`src/rtl/axi_lite_master_bridge_if.sv`:
```
// AXI4-Lite bus bundle between the bridge (master) and the interconnect (slave).
// Write address : awaddr, awprot, awvalid / awready
// Write data    : wdata, wstrb, wvalid / wready
// Write response: bresp, bvalid / bready
// Read address  : araddr, arprot, arvalid / arready
// Read data     : rdata, rresp, rvalid / rready
interface axi_lite_master_bridge_if;
    logic [31:0] awaddr;
    logic [2:0]  awprot;
    logic        awvalid;
    logic        awready;
    logic [31:0] wdata;
    logic [3:0]  wstrb;
    logic        wvalid;
    logic        wready;
    logic [1:0]  bresp;
    logic        bvalid;
    logic        bready;
    logic [31:0] araddr;
    logic [2:0]  arprot;
    logic        arvalid;
    logic        arready;
    logic [31:0] rdata;
    logic [1:0]  rresp;
    logic        rvalid;
    logic        rready;

    modport master (
        output awaddr, awprot, awvalid, input awready,
        output wdata, wstrb, wvalid, input wready,
        input  bresp, bvalid, output bready,
        output araddr, arprot, arvalid, input arready,
        input  rdata, rresp, rvalid, output rready
    );

    modport slave (
        input  awaddr, awprot, awvalid, output awready,
        input  wdata, wstrb, wvalid, output wready,
        output bresp, bvalid, input bready,
        input  araddr, arprot, arvalid, output arready,
        output rdata, rresp, rvalid, input rready
    );
endinterface

```
`src/rtl/axi_lite_master_bridge.sv`:
```
// Turns a core request (address/data/strobe/control, launched by a rising
// edge on i_axi_sel) into a single outstanding AXI4-Lite transaction.
// Ports:
//   i_clk, i_rst         clock, asynchronous active-low reset
//   i_axi_addr/data      request address / write data
//   i_axi_sel            request select, rising edge launches
//   i_axi_strobe         write byte strobes
//   i_axi_control        01 write, 10 read, 00/11 no operation
//   o_rx_data            last read data (kept on timeout)
//   o_busy / o_done      transaction in flight / one-cycle completion pulse
//   o_resp / o_timeout   last BRESP/RRESP (2'b10 on timeout) / sticky timeout
//   axi                  AXI4-Lite master port
// TIMEOUT_CYCLES must be >= 2.
module axi_lite_master_bridge #(
    parameter int         TIMEOUT_CYCLES = 1024,
    parameter logic [2:0] AXI_PROT       = 3'b000
) (
    input  logic        i_clk,
    input  logic        i_rst,
    input  logic [31:0] i_axi_addr,
    input  logic [31:0] i_axi_data,
    input  logic        i_axi_sel,
    input  logic [3:0]  i_axi_strobe,
    input  logic [1:0]  i_axi_control,
    output logic [31:0] o_rx_data,
    output logic        o_busy,
    output logic        o_done,
    output logic [1:0]  o_resp,
    output logic        o_timeout,
    axi_lite_master_bridge_if.master axi
);

    typedef enum logic [2:0] {
        IDLE    = 3'd0,
        WR      = 3'd1,
        WR_RESP = 3'd2,
        RD_ADDR = 3'd3,
        RD_DATA = 3'd4,
        DONE    = 3'd5
    } state_t;

    localparam logic [15:0] TMO_LAST = 16'(TIMEOUT_CYCLES - 1);

    state_t      state_q, state_d;
    logic        sel_q;
    logic [31:0] addr_q, data_q;
    logic [3:0]  strb_q;
    logic        awvalid_q, wvalid_q, arvalid_q;
    logic [31:0] rx_data_q;
    logic [1:0]  resp_q;
    logic        timeout_q;
    logic [15:0] cnt_q;

    logic start, is_wr, is_rd, in_bus, tmo;
    logic aw_hs, w_hs, ar_hs, wr_both;
    logic tmo_fire, b_cap, r_cap;

    assign start  = i_axi_sel & ~sel_q & (state_q == IDLE);
    assign is_wr  = (i_axi_control == 2'b01);
    assign is_rd  = (i_axi_control == 2'b10);
    assign in_bus = (state_q == WR) || (state_q == WR_RESP) ||
                    (state_q == RD_ADDR) || (state_q == RD_DATA);
    // >= rather than == so a state entered with the counter already at
    // the limit still times out instead of waiting for a wrap.
    assign tmo    = in_bus && (cnt_q >= TMO_LAST);

    assign aw_hs  = awvalid_q & axi.awready;
    assign w_hs   = wvalid_q & axi.wready;
    assign ar_hs  = arvalid_q & axi.arready;
    // Each channel is finished when its valid is already down or handshakes now.
    assign wr_both = (~awvalid_q | axi.awready) & (~wvalid_q | axi.wready);

    // Handshake progress wins over a timeout in the same cycle.
    always_comb begin
        state_d  = state_q;
        tmo_fire = 1'b0;
        b_cap    = 1'b0;
        r_cap    = 1'b0;
        case (state_q)
            IDLE: begin
                if (start && is_wr)      state_d = WR;
                else if (start && is_rd) state_d = RD_ADDR;
            end
            WR: begin
                if (wr_both)  state_d = WR_RESP;
                else if (tmo) begin state_d = DONE; tmo_fire = 1'b1; end
            end
            WR_RESP: begin
                if (axi.bvalid) begin state_d = DONE; b_cap = 1'b1; end
                else if (tmo)   begin state_d = DONE; tmo_fire = 1'b1; end
            end
            RD_ADDR: begin
                if (ar_hs)    state_d = RD_DATA;
                else if (tmo) begin state_d = DONE; tmo_fire = 1'b1; end
            end
            RD_DATA: begin
                if (axi.rvalid) begin state_d = DONE; r_cap = 1'b1; end
                else if (tmo)   begin state_d = DONE; tmo_fire = 1'b1; end
            end
            DONE:    state_d = IDLE;
            default: state_d = IDLE;
        endcase
    end

    always_ff @(posedge i_clk or negedge i_rst) begin
        if (!i_rst) begin
            state_q   <= IDLE;
            sel_q     <= 1'b0;
            addr_q    <= '0;
            data_q    <= '0;
            strb_q    <= '0;
            awvalid_q <= 1'b0;
            wvalid_q  <= 1'b0;
            arvalid_q <= 1'b0;
            rx_data_q <= '0;
            resp_q    <= '0;
            timeout_q <= 1'b0;
            cnt_q     <= '0;
        end else begin
            state_q <= state_d;
            sel_q   <= i_axi_sel;

            if (start) begin
                addr_q    <= i_axi_addr;
                data_q    <= i_axi_data;
                strb_q    <= i_axi_strobe;
                cnt_q     <= '0;
                timeout_q <= 1'b0;
            end else if (in_bus) begin
                cnt_q <= cnt_q + 16'd1;
            end

            // AW and W retire independently, each on its own handshake.
            if (start && is_wr) begin
                awvalid_q <= 1'b1;
                wvalid_q  <= 1'b1;
            end else begin
                if (aw_hs || tmo_fire) awvalid_q <= 1'b0;
                if (w_hs || tmo_fire)  wvalid_q  <= 1'b0;
            end

            if (start && is_rd)        arvalid_q <= 1'b1;
            else if (ar_hs || tmo_fire) arvalid_q <= 1'b0;

            if (b_cap) resp_q <= axi.bresp;
            if (r_cap) begin
                resp_q    <= axi.rresp;
                rx_data_q <= axi.rdata;
            end
            if (tmo_fire) begin
                resp_q    <= 2'b10;
                timeout_q <= 1'b1;
            end
        end
    end

    assign axi.awaddr  = addr_q;
    assign axi.awprot  = AXI_PROT;
    assign axi.awvalid = awvalid_q;
    assign axi.wdata   = data_q;
    assign axi.wstrb   = strb_q;
    assign axi.wvalid  = wvalid_q;
    assign axi.bready  = (state_q == WR_RESP);
    assign axi.araddr  = addr_q;
    assign axi.arprot  = AXI_PROT;
    assign axi.arvalid = arvalid_q;
    assign axi.rready  = (state_q == RD_DATA);

    assign o_rx_data = rx_data_q;
    assign o_busy    = (state_q != IDLE);
    assign o_done    = (state_q == DONE);
    assign o_resp    = resp_q;
    assign o_timeout = timeout_q;

endmodule

```
`src/flat_wrapper.sv`:
```
// flat-port wrapper written by rule: the top's interface ports become plain ports
module axi_lite_master_bridge_flat 
#(
    parameter int         TIMEOUT_CYCLES = 1024,
    parameter logic [2:0] AXI_PROT       = 3'b000
)
  (i_clk, i_rst, i_axi_addr, i_axi_data, i_axi_sel, i_axi_strobe, i_axi_control, o_rx_data, o_busy, o_done, o_resp, o_timeout, axi_awaddr, axi_awprot, axi_awvalid, axi_awready, axi_wdata, axi_wstrb, axi_wvalid, axi_wready, axi_bresp, axi_bvalid, axi_bready, axi_araddr, axi_arprot, axi_arvalid, axi_arready, axi_rdata, axi_rresp, axi_rvalid, axi_rready);
  axi_lite_master_bridge_if axi_i ();
  input  logic i_clk;
  input  logic i_rst;
  input  logic [31:0] i_axi_addr;
  input  logic [31:0] i_axi_data;
  input  logic i_axi_sel;
  input  logic [3:0] i_axi_strobe;
  input  logic [1:0] i_axi_control;
  output logic [31:0] o_rx_data;
  output logic o_busy;
  output logic o_done;
  output logic [1:0] o_resp;
  output logic o_timeout;
  output wire logic [$bits(axi_i.awaddr)-1:0] axi_awaddr;
  output wire logic [$bits(axi_i.awprot)-1:0] axi_awprot;
  output wire logic [$bits(axi_i.awvalid)-1:0] axi_awvalid;
  input wire logic [$bits(axi_i.awready)-1:0] axi_awready;
  output wire logic [$bits(axi_i.wdata)-1:0] axi_wdata;
  output wire logic [$bits(axi_i.wstrb)-1:0] axi_wstrb;
  output wire logic [$bits(axi_i.wvalid)-1:0] axi_wvalid;
  input wire logic [$bits(axi_i.wready)-1:0] axi_wready;
  input wire logic [$bits(axi_i.bresp)-1:0] axi_bresp;
  input wire logic [$bits(axi_i.bvalid)-1:0] axi_bvalid;
  output wire logic [$bits(axi_i.bready)-1:0] axi_bready;
  output wire logic [$bits(axi_i.araddr)-1:0] axi_araddr;
  output wire logic [$bits(axi_i.arprot)-1:0] axi_arprot;
  output wire logic [$bits(axi_i.arvalid)-1:0] axi_arvalid;
  input wire logic [$bits(axi_i.arready)-1:0] axi_arready;
  input wire logic [$bits(axi_i.rdata)-1:0] axi_rdata;
  input wire logic [$bits(axi_i.rresp)-1:0] axi_rresp;
  input wire logic [$bits(axi_i.rvalid)-1:0] axi_rvalid;
  output wire logic [$bits(axi_i.rready)-1:0] axi_rready;
  assign axi_awaddr = axi_i.awaddr;
  assign axi_awprot = axi_i.awprot;
  assign axi_awvalid = axi_i.awvalid;
  assign axi_i.awready = axi_awready;
  assign axi_wdata = axi_i.wdata;
  assign axi_wstrb = axi_i.wstrb;
  assign axi_wvalid = axi_i.wvalid;
  assign axi_i.wready = axi_wready;
  assign axi_i.bresp = axi_bresp;
  assign axi_i.bvalid = axi_bvalid;
  assign axi_bready = axi_i.bready;
  assign axi_araddr = axi_i.araddr;
  assign axi_arprot = axi_i.arprot;
  assign axi_arvalid = axi_i.arvalid;
  assign axi_i.arready = axi_arready;
  assign axi_i.rdata = axi_rdata;
  assign axi_i.rresp = axi_rresp;
  assign axi_i.rvalid = axi_rvalid;
  assign axi_rready = axi_i.rready;
  axi_lite_master_bridge #(.TIMEOUT_CYCLES(TIMEOUT_CYCLES), .AXI_PROT(AXI_PROT)) u_core (.i_clk(i_clk), .i_rst(i_rst), .i_axi_addr(i_axi_addr), .i_axi_data(i_axi_data), .i_axi_sel(i_axi_sel), .i_axi_strobe(i_axi_strobe), .i_axi_control(i_axi_control), .o_rx_data(o_rx_data), .o_busy(o_busy), .o_done(o_done), .o_resp(o_resp), .o_timeout(o_timeout), .axi(axi_i));
endmodule
```
`config.mk`:
```
export PLATFORM = sky130hd
export DESIGN_NAME = axi_lite_master_bridge_flat
export DESIGN_NICKNAME = d
export VERILOG_FILES = /design/src/rtl/axi_lite_master_bridge_if.sv /design/src/rtl/axi_lite_master_bridge.sv /design/src/flat_wrapper.sv
export SDC_FILE = /design/constraint.sdc
export NUM_CORES = 1
export LEC_CHECK = 0
export CORE_ASPECT_RATIO = 1.2
export CORE_MARGIN = 4
export CORE_UTILIZATION = 35
export CTS_BUF_LIST = sky130_fd_sc_hd__clkbuf_16
export DETAILED_ROUTE_END_ITERATION = 6
export HOLD_SLACK_MARGIN = 0.05
export PLACE_DENSITY_LB_ADDON = 0.1
export SYNTH_ARGS = -nofsm -noshare
export SYNTH_HDL_FRONTEND = slang
export SYNTH_SLANG_ARGS = --single-unit
export TNS_END_PERCENT = 1
```
`constraint.sdc`:
```
create_clock -name i_clk -period 2 [get_ports i_clk]
set_clock_uncertainty 0.05 [all_clocks]
set_input_delay 0.5 -clock i_clk [delete_from_list [all_inputs] [get_ports i_clk]]
set_output_delay 0.5 -clock i_clk [all_outputs]
set_load 0.05 [all_outputs]
```
Word level (Yosys, flattened, before mapping)
Index checks and enable logic that the tools add are counted.
{ "classes": {"mux": 31, "n_eq_ne": 8, "n_shift": 0, "reduce_logical": 17, "n_div": 0, "addsub": 1, "order_cmp": 1, "bitwise": 11, "n_mul": 0} }
{ "op_table": {"columns": ["cell", "n"], "rows": [
  ["16-bit two-way mux", 2],
  ["3-bit two-way mux", 7],
  ["1-bit two-way mux", 17],
  ["16-bit by 1-bit adder with 16-bit output, second input constant", 1],
  ["16-bit by 10-bit greater-or-equal comparator with 1-bit output, second input constant", 1],
  ["3-bit case mux with 5 select lines", 1],
  ["2-bit nonzero test", 5],
  ["1-bit AND", 6],
  ["3-bit by 2-bit == test with 1-bit output, second input constant", 2],
  ["3-bit == test, second input constant", 2],
  ["1-bit logical OR", 6],
  ["2-bit two-way mux", 3],
  ["3-bit nonzero test", 2],
  ["1-bit case mux with 4 select lines", 1],
  ["3-bit by 1-bit == test with 1-bit output, second input constant", 1],
  ["1-bit logical AND", 3],
  ["3-bit zero test", 1],
  ["3-bit inequality test, second input constant", 1],
  ["1-bit NOT", 3],
  ["2-bit by 1-bit == test with 1-bit output, second input constant", 1],
  ["2-bit == test, second input constant", 1],
  ["1-bit OR", 2]
]} }
{ "word_totals": {"word_cells": 81, "rom_bits": 0, "out_inout_bits": 148, "mem_count": 0, "in_bits": 114, "mem_bits_rw": 0, "latchBits": 0, "regBits": 126} }

Logic depth before layout (Yosys ltp)
{ "depth": {"word_depth": 11, "ltp_mapped": 7, "ltp_nobuf": 5} }

Worst setup path before layout
OpenSTA, ideal clock, no wires.
{ "synth_timing": {"path_type": "register to output", "startpoint": "register u_core.state_q[0]", "endpoint": "output port o_done", "required_time_ns": 1.450, "arrival_ns": 1.427, "setup_slack_ns": 0.023, "n_path_buf": 2, "stages_incl_launch_ff": 5, "cell_sequence": "dfrtp_1 -> buf_6 -> clkbuf_1 -> nand2_1 -> nor2_1"} }
{ "synth_via": {"elab_chain_len": 1} }
{ "synth_lines": {"columns": ["item", "line", "text"], "rows": [
  ["start, declared", "axi_lite_master_bridge.sv:44", "state_t state_q, state_d;"],
  ["start signal, assigned", "axi_lite_master_bridge.sv:120", "state_q <= state_d;"],
  ["3-bit == test", "axi_lite_master_bridge.sv:171", "assign o_done = (state_q == DONE);"],
  ["end, declared", "flat_wrapper.sv:18", "output logic o_done;"]
]} }
No other way between the ends.

Worst setup path in the final report
{ "layout_timing": {"startpoint": "register u_core.state_q[0]", "endpoint": "output port axi_bready"} }
{ "layout_via": {"elab_chain_len": 1} }
{ "layout_lines": {"columns": ["item", "line", "text"], "rows": [
  ["3-bit by 2-bit == test with 1-bit output", "axi_lite_master_bridge.sv:163", "assign axi.bready = (state_q == WR_RESP);"],
  ["end, declared", "flat_wrapper.sv:31", "output wire logic [$bits(axi_i.bready)-1:0] axi_bready;"]
]} }
No other way between the ends.

==> impl_metrics.json <==
{
  "diodes": 0,
  "cp.required_ns": 1.45,
  "cp_cell_sequence": "buf_6 -> buf_4 -> nor2_4 -> buf_12",
  "grt.total_usage": 0.1787,
  "hpwl_um": 12310,
  "end_kind": "output port",
  "design_area_um2": 8791,
  "final-max-slew-violation-count": 0,
  "cp_slowest_cell": "dfrtp_2",
  "hp-class": "register to register",
  "tightest_slew_ns": 0.5954,
  "holdWs_ns": 0.4222,
  "powerDensity_nw_per_um2": 1955,
  "antenna_found_initial": 0,
  "fin_ws_ns": 0.001612,
  "grt_start_max_net_pins": 55,
  "overflow": 0,
  "vias": 4803,
  "worstPathBufferInverterCount": 3,
  "synth_seq_cells": 126,
  "cts-root-buf": "clkbuf_16",
  "power_mw": 17.19,
  "die_h_um": 146.3,
  "cp_top_family": "flip-flops",
  "netlist.area_leader.share": 0.5651,
  "drt_wl_total_um": 16090,
  "netlist_area_um2": 5579,
  "drtPass1Iterations": 4,
  "synth_area_leader_cell": "dfrtp_1",
  "stdcell_count": 1039,
  "syn2layout_area_growth_pct": 57.57,
  "peakVddDrop_uv": 1005,
  "coreArea_um2": 15640,
  "async_flop_share": 1.000,
  "grt_pass1_wl_um": 24900,
  "rows": 50,
  "htree_levels": 4,
  "status": "finished, final reports clean",
  "synthCells": 556,
  "drc": 0,
  "slew_headroom": 0.6031,
  "cap_violations": 0,
  "via_per_inst": 4.623,
  "die-area_um2": 18030,
  "grt_pass1_vias": 4793,
  "die_w_um": 123.3,
  "clock_path_buffers": 2,
  "period_minus_slack_ns": 1.998,
  "finalNetCount": 933,
  "yosysWarnings": 0,
  "synth-edff-count": 0,
  "synthFlopType": "dfrtp_1",
  "synth-seq-area-share": 0.5651,
  "crit_arrival_ns": 1.45,
  "hold_viol_final": 0,
  "timing.fmax_mhz": 500.4,
  "cts_tree": "yes",
  "wl_per_cell_um": 15.49,
  "synth_area_leaders": "dfrtp_1 (57%), nand2_1 (15%), mux2_2 (7.1%)",
  "io_pins": 262,
  "insertion_delay_ns": 0.41,
  "io_buffers": 255,
  "yosysUniqueCellTypes": 49,
  "dpl_cell_area_um2": 8117,
  "cts_buffers": 17,
  "cts_sinks": 126,
  "layout_common_cells": "nand2_1 (219), buf_4 (170), dfrtp_1 (124), clkdlybuf4s50_1 (112), mux2_2 (35)",
  "dpl.cell_count": 1000,
  "worst_setup_path_start_kind": "register",
  "initial_core_util": 0.3567,
  "postRouteAntennaNets": 0,
  "setup_violations": 0,
  "rsz0062_at_grt": "true",
  "crit_path_max_incr_delay_ns": 0.49,
  "syn_avg_cell_area_um2": 10.03,
  "path_class": "register to output port",
  "pre_cts_slack_ns": -0.3180,
  "drive_above_1_share": 0.3249,
  "crit_fanout": 7,
  "final_common_cell": "nand2_1",
  "clk_pin_slew_ns": 0.05,
  "first_iter_violations": 164,
  "leakage_nw": 4.315,
  "place.gp.congestion": 0.7412,
  "min_period_over_period": 0.9992
}
[tightest hold or removal path, cell delays in order, from the launching register on]
cell	delay, ns
dfrtp_1	0.34
nand2_1	0.05
nand2_1	0.05
[report_power, final]
part	switching (mW)	internal [mW]
clock	1.10	1.80
combinational	6.68	3.21
sequential	0.760	3.64
total	8.54	8.65
[cell families (layout without fill, tap and decap cells)]
group,after synthesis,after routing,synth area share
and+or+nand+nor,268,268,0.2032
DFF,126,126,0.5651
buffers and inverters,67,337,0.07625
AOI/OAI and AO/OA,51,51,0.06953
muxes,41,41,0.08141
adders and majority gates,1,1,0.002242
other,1,6,0.0006722
xor gates and xnor gates,1,1,0.001570
[layout make-up]
class / instances / area, um2
clock buffer: 17 / 425.4
clock inverter: 15 / 131.4
fill: 1404 / 6849
inverter: 5 / 21.27
multi-input combinational: 368 / 2076
sequential: 126 / 3156
tap: 208 / 260.3
timing repair buffer: 300 / 2721
[worst paths after layout]
kind,from,to,slack [ns],cells past startpoint
setup / recovery,u_core.state_q[0],axi_bready,0.002,4
hold / removal,u_core.axi.wdata[18],u_core.axi.wdata[18],0.42,2
setup reg to reg,u_core.state_q[0],u_core.cnt_q[15],0.01,5
hold reg to reg,u_core.axi.wdata[18],u_core.axi.wdata[18],0.42,2
max in group asynchronous,i_rst,u_core.axi.araddr[26],0.88,3
min in group asynchronous,i_rst,u_core.axi.araddr[17],0.46,2
[flip-flops by register name, summed over array words and instances, names as in the netlist, 2 cells and up]
register and count:
u_core.cnt_q 16, u_core.state_q 3, u_core.axi.wstrb 4, u_core.o_rx_data 32, u_core.axi.araddr 32, u_core.o_resp 2
u_core.axi.wdata 32
[per-stage QoR]
step	util	setup TNS, ns
2_1_floorplan	-	0
3_3_place_gp	0.5190	-16.91
3_5_place_dp	0.5190	-18.12
4_1_cts	0.5601	-0.03646
5_1_grt	0.5621	-0.2575
6_report	0.5621	0
[cell usage after synthesis (2+ instances only)]
cell type / count
nor2b_1: 5
a32oi_1: 2
nand2b_1: 3
o21ai_0: 12
nor2_1: 7
o21a_1: 3
mux2i_1: 6
nand4_1: 2
dfrtp_1: 126
a21o_1: 2
buf_6: 2
mux2_2: 35
and3_1: 3
buf_2: 13
nor3_2: 4
nor4bb_1: 2
o41ai_1: 2
buf_4: 38
a22o_1: 3
o311ai_0: 2
and4_1: 2
clkbuf_1: 9
nand3_1: 10
nand2_1: 222
o211ai_1: 5
inv_1: 5
o31ai_1: 3
a21oi_1: 7
[what timing repair did]
item | 4_1_cts | 5_1_grt
cloned | 0 | 0
pin swaps | 2 | 0
endpoints found under the setup margin | 4 | 8
buffers inserted | 6 | 0
hold endpoints to repair | 12 | 0
gates resized for setup | 10 | 10
hold buffers | 1 | 0
[metal layers]
metal  wire length (um)  track usage
met3               1063      0.04223
met2               8430       0.3167
met5                  0            0
met1               6094       0.1980
met4                505      0.08476
No activity file was read; power rests on OpenSTA's default activity.
